--- src/rtl/lsu_pkg.sv ---
// lsu_pkg: definitions shared by the execute-stage LSU and its helpers.
//   - SZ_B/SZ_H/SZ_W/SZ_D : access size encodings (1/2/4/8 bytes)
//   - es_state_e          : per-entry state of the execute stage
//   - BUS_*               : bit offsets of the fields in es_to_ms_bus
//                           {payload, addr, ale, ghost, mem_en, mem_we}
package lsu_pkg;

  localparam logic [1:0] SZ_B = 2'd0;
  localparam logic [1:0] SZ_H = 2'd1;
  localparam logic [1:0] SZ_W = 2'd2;
  localparam logic [1:0] SZ_D = 2'd3;

  typedef enum logic [1:0] {
    ST_IDLE = 2'd0,  // no valid entry
    ST_REQ  = 2'd1,  // memory request outstanding on the bus
    ST_ACC  = 2'd2,  // request accepted, waiting for the memory stage
    ST_FWD  = 2'd3   // no request needed, waiting for the memory stage
  } es_state_e;

  // Field positions inside es_to_ms_bus (LSB of each field).
  localparam int BUS_WE      = 0;
  localparam int BUS_EN      = 1;
  localparam int BUS_GHOST   = 2;
  localparam int BUS_ALE     = 3;
  localparam int BUS_ADDR    = 4;
  localparam int BUS_PAYLOAD = 36;

endpackage

--- src/rtl/lsu_align.sv ---
// lsu_align: combinational alignment helper.
//   size    : access size (SZ_B..SZ_D)
//   addr_lo : low three address bits
//   data    : store data, low-aligned
//   ale     : access is misaligned (or dword on a 32-bit datapath)
//   wstrb   : byte-lane mask for the access, shifted to its lane
//   wdata   : store data replicated across all byte lanes
module lsu_align
  import lsu_pkg::*;
#(
  parameter int DATA_W = 32
) (
  input  logic [1:0]          size,
  input  logic [2:0]          addr_lo,
  input  logic [DATA_W-1:0]   data,
  output logic                ale,
  output logic [DATA_W/8-1:0] wstrb,
  output logic [DATA_W-1:0]   wdata
);

  localparam int STRB_W = DATA_W / 8;
  localparam int OFF_W  = $clog2(STRB_W);

  logic [STRB_W-1:0] mask;

  always_comb begin
    mask  = '0;
    ale   = 1'b0;
    wdata = data;
    case (size)
      SZ_B: begin
        mask  = STRB_W'(8'h01);
        wdata = {(DATA_W/8){data[7:0]}};
      end
      SZ_H: begin
        mask  = STRB_W'(8'h03);
        ale   = addr_lo[0];
        wdata = {(DATA_W/16){data[15:0]}};
      end
      SZ_W: begin
        mask  = STRB_W'(8'h0F);
        ale   = (addr_lo[1:0] != 2'b00);
        wdata = {(DATA_W/32){data[31:0]}};
      end
      default: begin
        // A dword cannot be carried by a 32-bit datapath at all.
        mask  = STRB_W'(8'hFF);
        ale   = (addr_lo != 3'b000) || (DATA_W == 32);
        wdata = data;
      end
    endcase
  end

  assign wstrb = mask << addr_lo[OFF_W-1:0];

endmodule

--- src/rtl/exe_lsu_stage.sv ---
// exe_lsu_stage: execute stage with a req/addr_ok data-memory request port.
//   decode side : ds_to_es_valid / es_allowin handshake, ds_* entry fields
//   mem side    : es_to_ms_valid / ms_allowin handshake, es_to_ms_bus
//   sram side   : data_sram_req/wr/size/wstrb/addr/wdata, data_sram_addr_ok
//   control     : flush kills the current entry, reset is synchronous
// The effective address, alignment result, strobe and replicated store data
// are computed at capture time and held in the entry register, so every
// data_sram_* output comes straight from a flop and stays stable under req.
module exe_lsu_stage
  import lsu_pkg::*;
#(
  parameter int DATA_W    = 32,
  parameter int PAYLOAD_W = 70
) (
  input  logic                    clk,
  input  logic                    reset,
  input  logic                    ds_to_es_valid,
  output logic                    es_allowin,
  input  logic                    ds_mem_en,
  input  logic                    ds_mem_we,
  input  logic [1:0]              ds_mem_size,
  input  logic [31:0]             ds_base,
  input  logic [31:0]             ds_offset,
  input  logic [DATA_W-1:0]       ds_st_data,
  input  logic [PAYLOAD_W-1:0]    ds_payload,
  input  logic                    flush,
  input  logic                    ms_allowin,
  output logic                    es_to_ms_valid,
  output logic [PAYLOAD_W+35:0]   es_to_ms_bus,
  output logic                    data_sram_req,
  output logic                    data_sram_wr,
  output logic [1:0]              data_sram_size,
  output logic [DATA_W/8-1:0]     data_sram_wstrb,
  output logic [31:0]             data_sram_addr,
  output logic [DATA_W-1:0]       data_sram_wdata,
  input  logic                    data_sram_addr_ok
);

  localparam int STRB_W = DATA_W / 8;

  es_state_e              state_q,   state_d;
  logic                   ghost_q,   ghost_d;
  logic                   mem_en_q,  mem_en_d;
  logic                   mem_we_q,  mem_we_d;
  logic                   ale_q,     ale_d;
  logic [1:0]             size_q,    size_d;
  logic [31:0]            addr_q,    addr_d;
  logic [STRB_W-1:0]      wstrb_q,   wstrb_d;
  logic [DATA_W-1:0]      wdata_q,   wdata_d;
  logic [PAYLOAD_W-1:0]   payload_q, payload_d;

  logic [31:0]            ds_addr;
  logic                   ds_ale_raw;
  logic [STRB_W-1:0]      ds_wstrb;
  logic [DATA_W-1:0]      ds_wdata;

  logic es_ready_go, handoff, drop, make_ghost, capture;

  assign ds_addr = ds_base + ds_offset;

  lsu_align #(.DATA_W(DATA_W)) u_align (
    .size    (ds_mem_size),
    .addr_lo (ds_addr[2:0]),
    .data    (ds_st_data),
    .ale     (ds_ale_raw),
    .wstrb   (ds_wstrb),
    .wdata   (ds_wdata)
  );

  always_comb begin
    es_ready_go = (state_q == ST_FWD) || (state_q == ST_ACC) ||
                  ((state_q == ST_REQ) && data_sram_addr_ok);
    handoff     = es_ready_go && ms_allowin;
    es_allowin  = (state_q == ST_IDLE) || handoff;
    // Nothing has reached the bus yet: the entry can simply vanish.
    drop        = flush && ((state_q == ST_FWD) ||
                            ((state_q == ST_REQ) && !data_sram_addr_ok));
    // The request is already (or just now) accepted: keep the entry so the
    // memory stage drains the response, but mark it as a ghost.
    make_ghost  = flush && ((state_q == ST_ACC) ||
                            ((state_q == ST_REQ) && data_sram_addr_ok));
    capture     = ds_to_es_valid && es_allowin && !flush;
  end

  always_comb begin
    state_d   = state_q;
    ghost_d   = ghost_q || make_ghost;
    mem_en_d  = mem_en_q;
    mem_we_d  = mem_we_q;
    ale_d     = ale_q;
    size_d    = size_q;
    addr_d    = addr_q;
    wstrb_d   = wstrb_q;
    wdata_d   = wdata_q;
    payload_d = payload_q;
    if (capture) begin
      mem_en_d  = ds_mem_en;
      mem_we_d  = ds_mem_we;
      ale_d     = ds_mem_en && ds_ale_raw;
      size_d    = ds_mem_size;
      addr_d    = ds_addr;
      wstrb_d   = ds_mem_we ? ds_wstrb : '0;
      wdata_d   = ds_wdata;
      payload_d = ds_payload;
      ghost_d   = 1'b0;
      state_d   = (ds_mem_en && !ds_ale_raw) ? ST_REQ : ST_FWD;
    end else if (drop || handoff) begin
      state_d = ST_IDLE;
      ghost_d = 1'b0;
    end else if ((state_q == ST_REQ) && data_sram_addr_ok) begin
      state_d = ST_ACC;
    end
  end

  always_ff @(posedge clk) begin
    if (reset) begin
      state_q   <= ST_IDLE;
      ghost_q   <= 1'b0;
      mem_en_q  <= 1'b0;
      mem_we_q  <= 1'b0;
      ale_q     <= 1'b0;
      size_q    <= 2'd0;
      addr_q    <= 32'd0;
      wstrb_q   <= '0;
      wdata_q   <= '0;
      payload_q <= '0;
    end else begin
      state_q   <= state_d;
      ghost_q   <= ghost_d;
      mem_en_q  <= mem_en_d;
      mem_we_q  <= mem_we_d;
      ale_q     <= ale_d;
      size_q    <= size_d;
      addr_q    <= addr_d;
      wstrb_q   <= wstrb_d;
      wdata_q   <= wdata_d;
      payload_q <= payload_d;
    end
  end

  // A flush only withdraws req when the slave is not accepting in the same
  // cycle; an accepting cycle must still present req so the handshake holds.
  assign data_sram_req   = (state_q == ST_REQ) && (!flush || data_sram_addr_ok);
  assign data_sram_wr    = mem_we_q;
  assign data_sram_size  = size_q;
  assign data_sram_wstrb = wstrb_q;
  assign data_sram_addr  = addr_q;
  assign data_sram_wdata = wdata_q;

  assign es_to_ms_valid  = es_ready_go && !drop;

  always_comb begin
    es_to_ms_bus                              = '0;
    es_to_ms_bus[BUS_WE]                      = mem_we_q;
    es_to_ms_bus[BUS_EN]                      = mem_en_q;
    es_to_ms_bus[BUS_GHOST]                   = ghost_q || make_ghost;
    es_to_ms_bus[BUS_ALE]                     = ale_q;
    es_to_ms_bus[BUS_ADDR +: 32]              = addr_q;
    es_to_ms_bus[BUS_PAYLOAD +: PAYLOAD_W]    = payload_q;
  end

endmodule

--- config.mk ---
export PLATFORM = sky130hd
export DESIGN_NAME = exe_lsu_stage
export DESIGN_NICKNAME = d
export VERILOG_FILES = /design/src/rtl/lsu_pkg.sv /design/src/rtl/lsu_align.sv /design/src/rtl/exe_lsu_stage.sv
export SDC_FILE = /design/constraint.sdc
export NUM_CORES = 1
export LEC_CHECK = 0
export BUFFER_PORTS_ARGS = -buffer_cell sky130_fd_sc_hd__buf_2
export CAP_MARGIN = 10
export CORE_AREA = 2 2 140 142
export CTS_BUF_LIST = sky130_fd_sc_hd__clkbuf_8 sky130_fd_sc_hd__clkbuf_16
export DETAILED_ROUTE_END_ITERATION = 8
export DIE_AREA = 0 0 142 144
export PLACE_DENSITY = 0.74
export SLEW_MARGIN = 0
export SYNTH_ARGS = -nofsm -noshare
export SYNTH_HDL_FRONTEND = slang
export SYNTH_SLANG_ARGS = --single-unit
--- constraint.sdc ---
create_clock -name clk -period 2.2 [get_ports clk]
set_input_delay 0.22 -clock clk [delete_from_list [all_inputs] [get_ports clk]]
set_output_delay 0.22 -clock clk [all_outputs]
set_load 0.01 [all_outputs]
-- Word-level counts from Yosys, hierarchy flattened
Index checks and enable logic that the tools add are counted.
- add/sub/neg operators: 1
- equal/unequal tests: 5
- shift operators: 1
- multiplexer cells: 8
- reductions and logical operators: 28
- operators by type and width (kind ; number):
    $pmux 32 s2 ; 1
    $add 32x32->32 ; 1
    $logic_and 1x1->1 ; 11
    $logic_or 1x1->1 ; 8
    $mux 2 ; 4
    $pmux 4 s2 ; 1
    $eq 2x2->1 const B ; 3
    $eq 2x1->1 const B ; 2
    $logic_not 1->1 ; 4
    $logic_not 2->1 ; 2
    $mux 4 ; 1
    $shl 4x2->4 ; 1
    $pmux 1 s3 ; 1
    $reduce_bool 3->1 ; 1
    $reduce_or 3->1 ; 1
    $reduce_bool 2->1 ; 1
- register bits after elaboration: 146
- input port bits: 176
- output and inout port bits: 180
- word-level logic and storage cells: 53

-- Logic depth before layout (Yosys ltp)
Gate-level depths: netlist of run 1.
- depth after elaboration: 8
- mapped depth: 9
- depth with buffers taken out: 9

-- Modules after synthesis
From an unflattened synthesis of run 1, not the netlist that was laid out.
- cell total of the unflattened synthesis: 994
- area, all modules: 7579.8 sq um
- modules (own cells, without submodules) (module ; instances ; cells each ; area each (sq um)):
    exe_lsu_stage ; 1 ; 932 ; 7105.6
    lsu_align ; 1 ; 62 ; 474.2

-- Worst setup path before layout of run 1
Ideal clock, no wire load.
- path kind: input-to-reg
- start point: input port ds_base[0]
- end point: register addr_q[16], in the netlist data_sram_addr[16]
- library setup time: 0.129 ns
- data arrival time: 1.956 ns
- required time: 2.071 ns
- path slack: 0.115 ns
- cell stages on the path: 9
- path buffers: 0
- cells stage by stage: ha_1 fa_1 a21o_2 nand3_2 a31o_4 o211ai_1 a221oi_1 xor2_1 o21ai_0
- cells in the longest elaborated chain, start to end: 1
- ends and longest elaborated chain (what ; line ; source):
    start, declared ; exe_lsu_stage.sv:22 ; input logic [31:0] ds_base,
    $add 32x32->32 ; exe_lsu_stage.sv:59 ; assign ds_addr = ds_base + ds_offset;
    end signal, assigned ; exe_lsu_stage.sv:134 ; addr_q <= addr_d;
    end, declared ; exe_lsu_stage.sv:47 ; logic [31:0] addr_q, addr_d;
No other way between the ends.
A chain may end at the register's enable or synchronous reset.

-- Final worst setup path of run 1
- start point: register state_q[1]
- end point: register addr_q[24], in the netlist data_sram_addr[24]
- cells in the longest elaborated chain, start to end: 7
- elaborated cells on any way between the ends: 11
- ends and longest elaborated chain (what ; line ; source):
    start, declared ; exe_lsu_stage.sv:41 ; es_state_e state_q, state_d;
    start signal, assigned ; exe_lsu_stage.sv:128 ; state_q <= state_d;
    $eq 2x2->1 / $eq 2x1->1 (equally long branches) ; exe_lsu_stage.sv:71, exe_lsu_stage.sv:72 ;
    $logic_or 1x1->1 / $logic_and 1x1->1 (equally long branches) ; exe_lsu_stage.sv:71, exe_lsu_stage.sv:72 ;
    $logic_or 1x1->1 ; exe_lsu_stage.sv:71 ; es_ready_go = (state_q == ST_FWD) || (state_q == ST_ACC) ||
    $logic_and 1x1->1 ; exe_lsu_stage.sv:73 ; handoff = es_ready_go && ms_allowin;
    $logic_or 1x1->1 (*) ; exe_lsu_stage.sv:74 ; es_allowin = (state_q == ST_IDLE) || handoff;
    $logic_and 1x1->1 (*) (2 in series) ; exe_lsu_stage.sv:82 ; capture = ds_to_es_valid && es_allowin && !flush;
Mark *: on every way between the ends. The rest lies on a longest branch, timed or not.

==> flow_summary.yaml, run 1 <==
status:
  status: "finished clean"
floorplan:
  die_y_um: 144
  core-area_sq_um: 19100
  start_util_pct: 38.8
  io_pins: 356
  die-area_sq_um: 20400
  rows: 51
  die_x_um: 142
synth:
  yosysTopAreaCellShare_pct: 39.5
  synth.distinct_cells: 62
  ys_seq_elements: 146
  syn_area_per_cell_sq_um: 7.68
  syn_nets: 1172
  synthesis.instances: 964
  synth_largest_area_cell: "dfxtp_1"
  syn-cell-area_sq_um: 7400
  synth-edff-count: 0
  synth_most_common_cell: "nand2_1"
  synthFlopType: "dfxtp_1"
  synth_commonest_cells: "nand2_1, a21oi_1, dfxtp_1, clkbuf_1, nor2_1"
  yosys_warnings: 0
  yosysSeqAreaShare_pct: 39.5
  ys_async_sr_fraction_pct: 0
  synth.top_cells.by_area: "dfxtp_1, nand2_1, a21oi_1"
cts:
  cts_tree: "built"
  clock_sinks: 146
  ctsHoldBuffers: 0
  cts-root-buf: "clkbuf_16"
  htree_levels: 4
  postCtsSetupBuffers: 0
  clkTransAtPathRegs_ps: 70
  clk_latency_ps: 420
  ctsResizeCount: 0
  numCtsBuffers: 17
  clk_path_buf_depth: 2
sta:
  setup_violations: 0
  post-route-min-period_ps: 1960
  timing.clock.skew_ps: 10.2
  finalCritPeriodShare_pct: 89.3
  slew_headroom_pct: 48.0
  rsz0062_at_grt: "no"
  max_freq_ghz: 0.509
  finalSetupTns_ps: 0
  hold_viol: 0
  whs_ps: 36.6
  worst_pin_slew_ps: 780
  drv_slew: 0
cells_and_area:
  syn2layout_area_growth_pct: 35.4
  fillers: 1796
  nNetsFinal: 1501
  utilization_pct: 52.5
  drive_gt1_share_pct: 34.4
  fin_cells: 1544
  multi_input_area_sq_um: 3960
  regArea_sq_um: 2920
  antennaDiodeCount: 0
setup_path:
  worstPathMaxFanout: 61
  start_kind: "flop"
  crit_top_cell: "o21ai_1"
  arrival_ps: 2260
  slowest_delay_ps: 420
  cp_slowest_cell: "dfxtp_1"
  crit_chain: "o21ai_1 -> o21ai_1 -> and3b_4 -> buf_12 -> nor2_1 -> buf_4 -> nand2_1 -> o311a_1 -> nand3_1"
  worstSetupPathType: "flop to flop"
  crit_required_ps: 2500
  end_kind: "flop"
  worst-path-buf-inv: 2
  crit_family: "simple AND/OR/NAND/NOR gates"
drt:
  wl_per_cell_um: 14.8
  drtPass1Iterations: 5
  drtAntennaViolNets: 0
  drtIter0Drc: 398
  routed_wl_mm: 22.9
  post_drt_via_cell_ratio: 5.09
  vias: 7855
  drcViolationCount: 0
grt:
  grt_first_pass_wirelength_mm: 34.4
  grt_use_total_pct: 21.1
  grt_pass1_vias: 6811
  overflow: 0
  grt_max_degree: 66
  antenna_found_initial: 0
placed_design:
  dpl.cell_count: 1512
  hpwl_mm: 17.5
  portBuffers: 355
  place_congestion: 0.929
power_and_ir_drop:
  p_leak_nw: 4.80
  pwr_density_cell_nw_per_um2: 745
  power_mw: 7.46
  ir_drop_mv: 0.425
job:
  cap_violations: 0
min_path:
  min_path_type: "input port to flop"
final timing paths:
check | from | end | slack (ps) | cells past startpoint
worst min register to register | payload_q[20]$_SDFFE_PP0P_ | payload_q[20]$_SDFFE_PP0P_ | 450 | 2
worst max-delay path | state_q[1]$_SDFFE_PP0P_ | data_sram_addr[24]$_SDFFE_PP0P_ | 240 | 9
worst max register to register | state_q[1]$_SDFFE_PP0P_ | data_sram_addr[24]$_SDFFE_PP0P_ | 240 | 9
worst min-delay path | ds_payload[59] | payload_q[59]$_SDFFE_PP0P_ | 40 | 3
report_power, final:
| group | switching [mW] | leakage [nW] | internal (mW) | total (mW) |
|---|---|---|---|---|
| logic | 0.915 | 3.32 | 0.704 | 1.62 |
| registers | 0.0998 | 1.19 | 2.81 | 2.91 |
| clock network | 1.30 | 0.289 | 1.64 | 2.94 |
sequential cells by signal (all words and copies together), names as in the netlist:
signal and cells:
ale_q 1, data_sram_addr 32, data_sram_size 2, data_sram_wdata 32, data_sram_wr 1, data_sram_wstrb 4
ghost_q 1, mem_en_q 1, payload_q 70, state_q 2
layout make-up:
| cell class | instances | area share [%] |
|---|---|---|
| inverter | 9 | 0.337 |
| tap | 238 | 2.97 |
| clock buffer | 17 | 4.25 |
| clock inverter | 15 | 1.81 |
| multi-input combinational | 714 | 39.5 |
| timing repair buffer | 405 | 22.0 |
| sequential | 146 | 29.2 |
worst reg2reg max path: cells and delay by family, from the launching register on:
| family | cells | cell delay, ps |
|---|---|---|
| DFF | 1 | 420 |
| AOI/OAI and AO/OA | 3 | 390 |
| and+or+nand+nor | 4 | 560 |
| buffers and inverters | 2 | 500 |
through the flow:
| stage | area (sq um) | worst slack [ps] |
|---|---|---|
| 4_1_cts | 10000 | 234 |
| 6_report | 10000 | 235 |
| 2_1_floorplan | 7400 | 115 |
| 5_1_grt | 10000 | 102 |
| 3_5_place_dp | 9410 | -144 |
| 3_3_place_gp | 9410 | -117 |
metal layers:
| metal | GRT usage (%) | wire length (um) | vias to the layer above |
|---|---|---|---|
| met2 | 36.1 | 11100 | 334 |
| li1 | - | - | 3948 |
| met1 | 26.3 | 9440 | 3541 |
| met3 | 4.67 | 1870 | 32 |
| met5 | 0 | 0 | - |
| met4 | 6.95 | 481 | 0 |
logic make-up after synthesis:
group / Yosys count / share of synthesized area, %
buffers and inverters: 104 / 7.10
AND/OR/NAND/NOR: 375 / 21.0
XOR/XNOR: 23 / 2.72
adder cells (fa/ha/maj): 32 / 5.51
flip-flops: 146 / 39.5
multiplexers: 19 / 2.57
AO/OA/AOI/OAI: 265 / 21.6
layout by cell type, fill, tap and decap left out, types with 3 or more instances in the layout:
| master | instances |
|---|---|
| nor3_1 | 6 |
| a21oi_1 | 149 |
| or4_1 | 4 |
| o21ai_1 | 6 |
| xnor2_1 | 10 |
| or3_1 | 3 |
| a21o_1 | 7 |
| nand3_1 | 16 |
| buf_2 | 354 |
| o21a_1 | 4 |
| nor2b_1 | 4 |
| o211ai_1 | 6 |
| ha_1 | 31 |
| nand4_1 | 8 |
| clkinvlp_4 | 3 |
| a211oi_1 | 9 |
| inv_1 | 9 |
| buf_12 | 4 |
| and2_1 | 4 |
| a211o_1 | 3 |
| dfxtp_1 | 146 |
| inv_8 | 7 |
| mux2i_1 | 19 |
| clkbuf_16 | 17 |
| o21bai_1 | 4 |
| o21ai_0 | 38 |
| nand2b_1 | 5 |
| and3_1 | 6 |
| nand2_1 | 267 |
| buf_4 | 47 |
| a311oi_1 | 8 |
| xor2_1 | 13 |
| a31oi_1 | 4 |
| nor2_1 | 45 |
(Power assumes the default switching activity.)
==> run 2: changes to the inputs <==
--- a/config.mk
+++ b/config.mk
@@ -7,11 +7,12 @@
 export LEC_CHECK = 0
 export BUFFER_PORTS_ARGS = -buffer_cell sky130_fd_sc_hd__buf_2
 export CAP_MARGIN = 10
-export CORE_AREA = 2 2 140 142
+export CORE_AREA = 2 2 137 139
 export CTS_BUF_LIST = sky130_fd_sc_hd__clkbuf_8 sky130_fd_sc_hd__clkbuf_16
 export DETAILED_ROUTE_END_ITERATION = 8
-export DIE_AREA = 0 0 142 144
-export PLACE_DENSITY = 0.74
+export DIE_AREA = 0 0 139 141
+export GPL_ROUTABILITY_DRIVEN = 1
+export PLACE_DENSITY = 0.77
 export SLEW_MARGIN = 0
 export SYNTH_ARGS = -nofsm -noshare
 export SYNTH_HDL_FRONTEND = slang
==> run 2 against run 1 <==
Net effect:
- register-to-register slack gained 60 ps
- critical path depth rose by 1
- wire length grew 1.3%
- clock power down 1%
- final area is 0.89% lower
- clock-buffer cell count stayed put
- total power down 0.85%
- via count up 0.33%
- combinational power about the same
- first-iteration DRC count increased by 16%
- critical path type is now input port to flop
- critical endpoint is now data_sram_addr[30]$_SDFFE_PP0P_
- largest cell class unchanged
- largest power group is now sequential cells
==> flow_summary.yaml, run 2 (synthesis gave the netlist of run 1 again) <==
floorplan:
  die_y_um: 141
  core-area_sq_um: 18300
  start_util_pct: 40.5
  die-area_sq_um: 19600
  rows: 50
  die_x_um: 139
  io_pins: 356
grt:
  grt_first_pass_wirelength_mm: 36.5
  grt_pass1_vias: 7207
  overflow: 0
  grt_use_total_pct: 22.9
  antenna_found_initial: 1
  grt_max_degree: 128
cells_and_area:
  top_register: "payload_q"
  layout_commonest_cell: "buf_2"
  largest_reg_flops: 70
  nNetsFinal: 1492
  fin_cells: 1532
  regArea_sq_um: 2920
  utilization_pct: 54.4
  drive_gt1_share_pct: 33.9
  fillers: 1727
  fin_area_sq_um: 9930
  final_cell_mix: "buf_2, nand2_1, a21oi_1"
  syn2layout_area_growth_pct: 34.2
  multi_input_area_sq_um: 3960
cts:
  clk_path_buf_depth: 2
  postCtsSetupBuffers: 0
  clock_sinks: 146
  clk_latency_ps: 420
  cts_tree: "built"
  numCtsBuffers: 17
  htree_levels: 4
  ctsHoldBuffers: 0
  cts-root-buf: "clkbuf_16"
  ctsResizeCount: 0
  clkTransAtPathRegs_ps: 80
power_and_ir_drop:
  clkPwrFrac_pct: 39.1
  p_int_mw: 5.03
  pwr_density_cell_nw_per_um2: 745
  switching_power_mw: 2.37
  p_sw_share_pct: 32.1
  seqPwrFrac_pct: 39.3
  ir_drop_mv: 0.494
  p_comb_share_pct: 21.6
  p_leak_nw: 4.75
setup_path:
  crit_family: "compound AO/OA/AOI/OAI gates"
  cp_slowest_cell: "or4_1"
  end_kind: "flop"
  arrival_ps: 2300
  endpoint: "data_sram_addr[30]$_SDFFE_PP0P_"
  crit_path_start: "ds_base[0]"
  r2r_start: "state_q[1]$_SDFFE_PP0P_"
  cp.depth: 10
  crit_required_ps: 2550
  slowest_delay_ps: 490
  crit_chain: "buf_2 -> ha_1 -> fa_1 -> a21o_2 -> nand3_2 -> a31o_4 -> o211ai_4 -> a21boi_2 -> or4_1 -> nand4_1"
  start_kind: "input port"
  worstPathMaxFanout: 6
  reg2reg_setup_slack_ps: 300
  worst-path-buf-inv: 1
  worstSetupPathType: "input port to flop"
  worst-r2r-cell-count: 6
  reg2reg_to: "data_sram_addr[29]$_SDFFE_PP0P_"
min_path:
  min_path_type: "input port to flop"
  min-delay-start: "ds_payload[69]"
drt:
  drtIter0Drc: 463
  routed_wl_mm: 23.2
  wl_per_cell_um: 15.2
  drtAntennaViolNets: 0
  post_drt_via_cell_ratio: 5.14
  vias: 7881
  drcViolationCount: 0
  drtPass1Iterations: 5
sta:
  timing.clock.skew_ps: 10.8
  max_freq_ghz: 0.514
  slew_headroom_pct: 56.9
  drv_slew: 0
  rsz0062_at_grt: "no"
  finalSetupTns_ps: 0
  setup_violations: 0
  worst_pin_slew_ps: 645
  hold_viol: 0
  finalCritPeriodShare_pct: 88.4
  post-route-min-period_ps: 1950
placed_design:
  dpl.cell_count: 1499
  placed_area_sq_um: 9320
  place_congestion: 0.906
  hpwl_mm: 17.5
  portBuffers: 355
status:
  status: "finished clean"
job:
  cap_violations: 0
## run 2: metrics by stage
stage / hold WS (ps) / total power [mW] / worst slack, ps
floorplan: 356 / 3.93 / 115
global placement: 439 / 4.54 / -80.4
detailed placement: 444 / 4.56 / -155
CTS: 9.33 / 7.48 / 283
global route: 8.27 / 7.77 / 139
finish: 28.5 / 7.40 / 254
## run 2: worst min-delay path by stage
stage	to	slack, ps	depth (start not counted)
2_1_floorplan	mem_en_q$_SDFFE_PP0P_	360	2
3_3_place_gp	payload_q[51]$_SDFFE_PP0P_	440	2
3_5_place_dp	payload_q[4]$_SDFFE_PP0P_	440	2
4_1_cts	payload_q[69]$_SDFFE_PP0P_	9	3
5_1_grt	payload_q[69]$_SDFFE_PP0P_	8	3
6_report	payload_q[69]$_SDFFE_PP0P_	30	3
## run 2: routing by layer
metal	wire length, um	global-route usage (%)	vias up
met5	0	0	-
met4	480	8.03	0
met3	1700	4.69	33
met2	11600	39.9	324
met1	9480	28.1	3598
li1	-	-	3926
## run 2: final cells by class
| cell class | instances | area share, % |
|---|---|---|
| repair buffers | 396 | 21.3 |
| clock inverters | 15 | 1.89 |
| clock buffers | 17 | 4.28 |
| flip-flops and latches | 146 | 29.4 |
| inverters | 9 | 0.340 |
| diodes | 1 | 0.0252 |
| multi-input cells | 714 | 39.8 |
| well taps | 234 | 2.95 |
## run 2: worst min-delay path, stage by stage
cell and delay (ps):
buf_2 100, nand2_1 50, a21oi_1 50
## run 2: power by group through the flow
stage | Combinational [mW] | Sequential, mW | Clock [mW]
floorplan | 0.901 | 3.03 | 0
global placement | 1.58 | 2.96 | 0
detailed placement | 1.59 | 2.97 | 0
CTS | 1.60 | 2.91 | 2.97
global route | 1.77 | 2.92 | 3.08
finish | 1.60 | 2.91 | 2.90
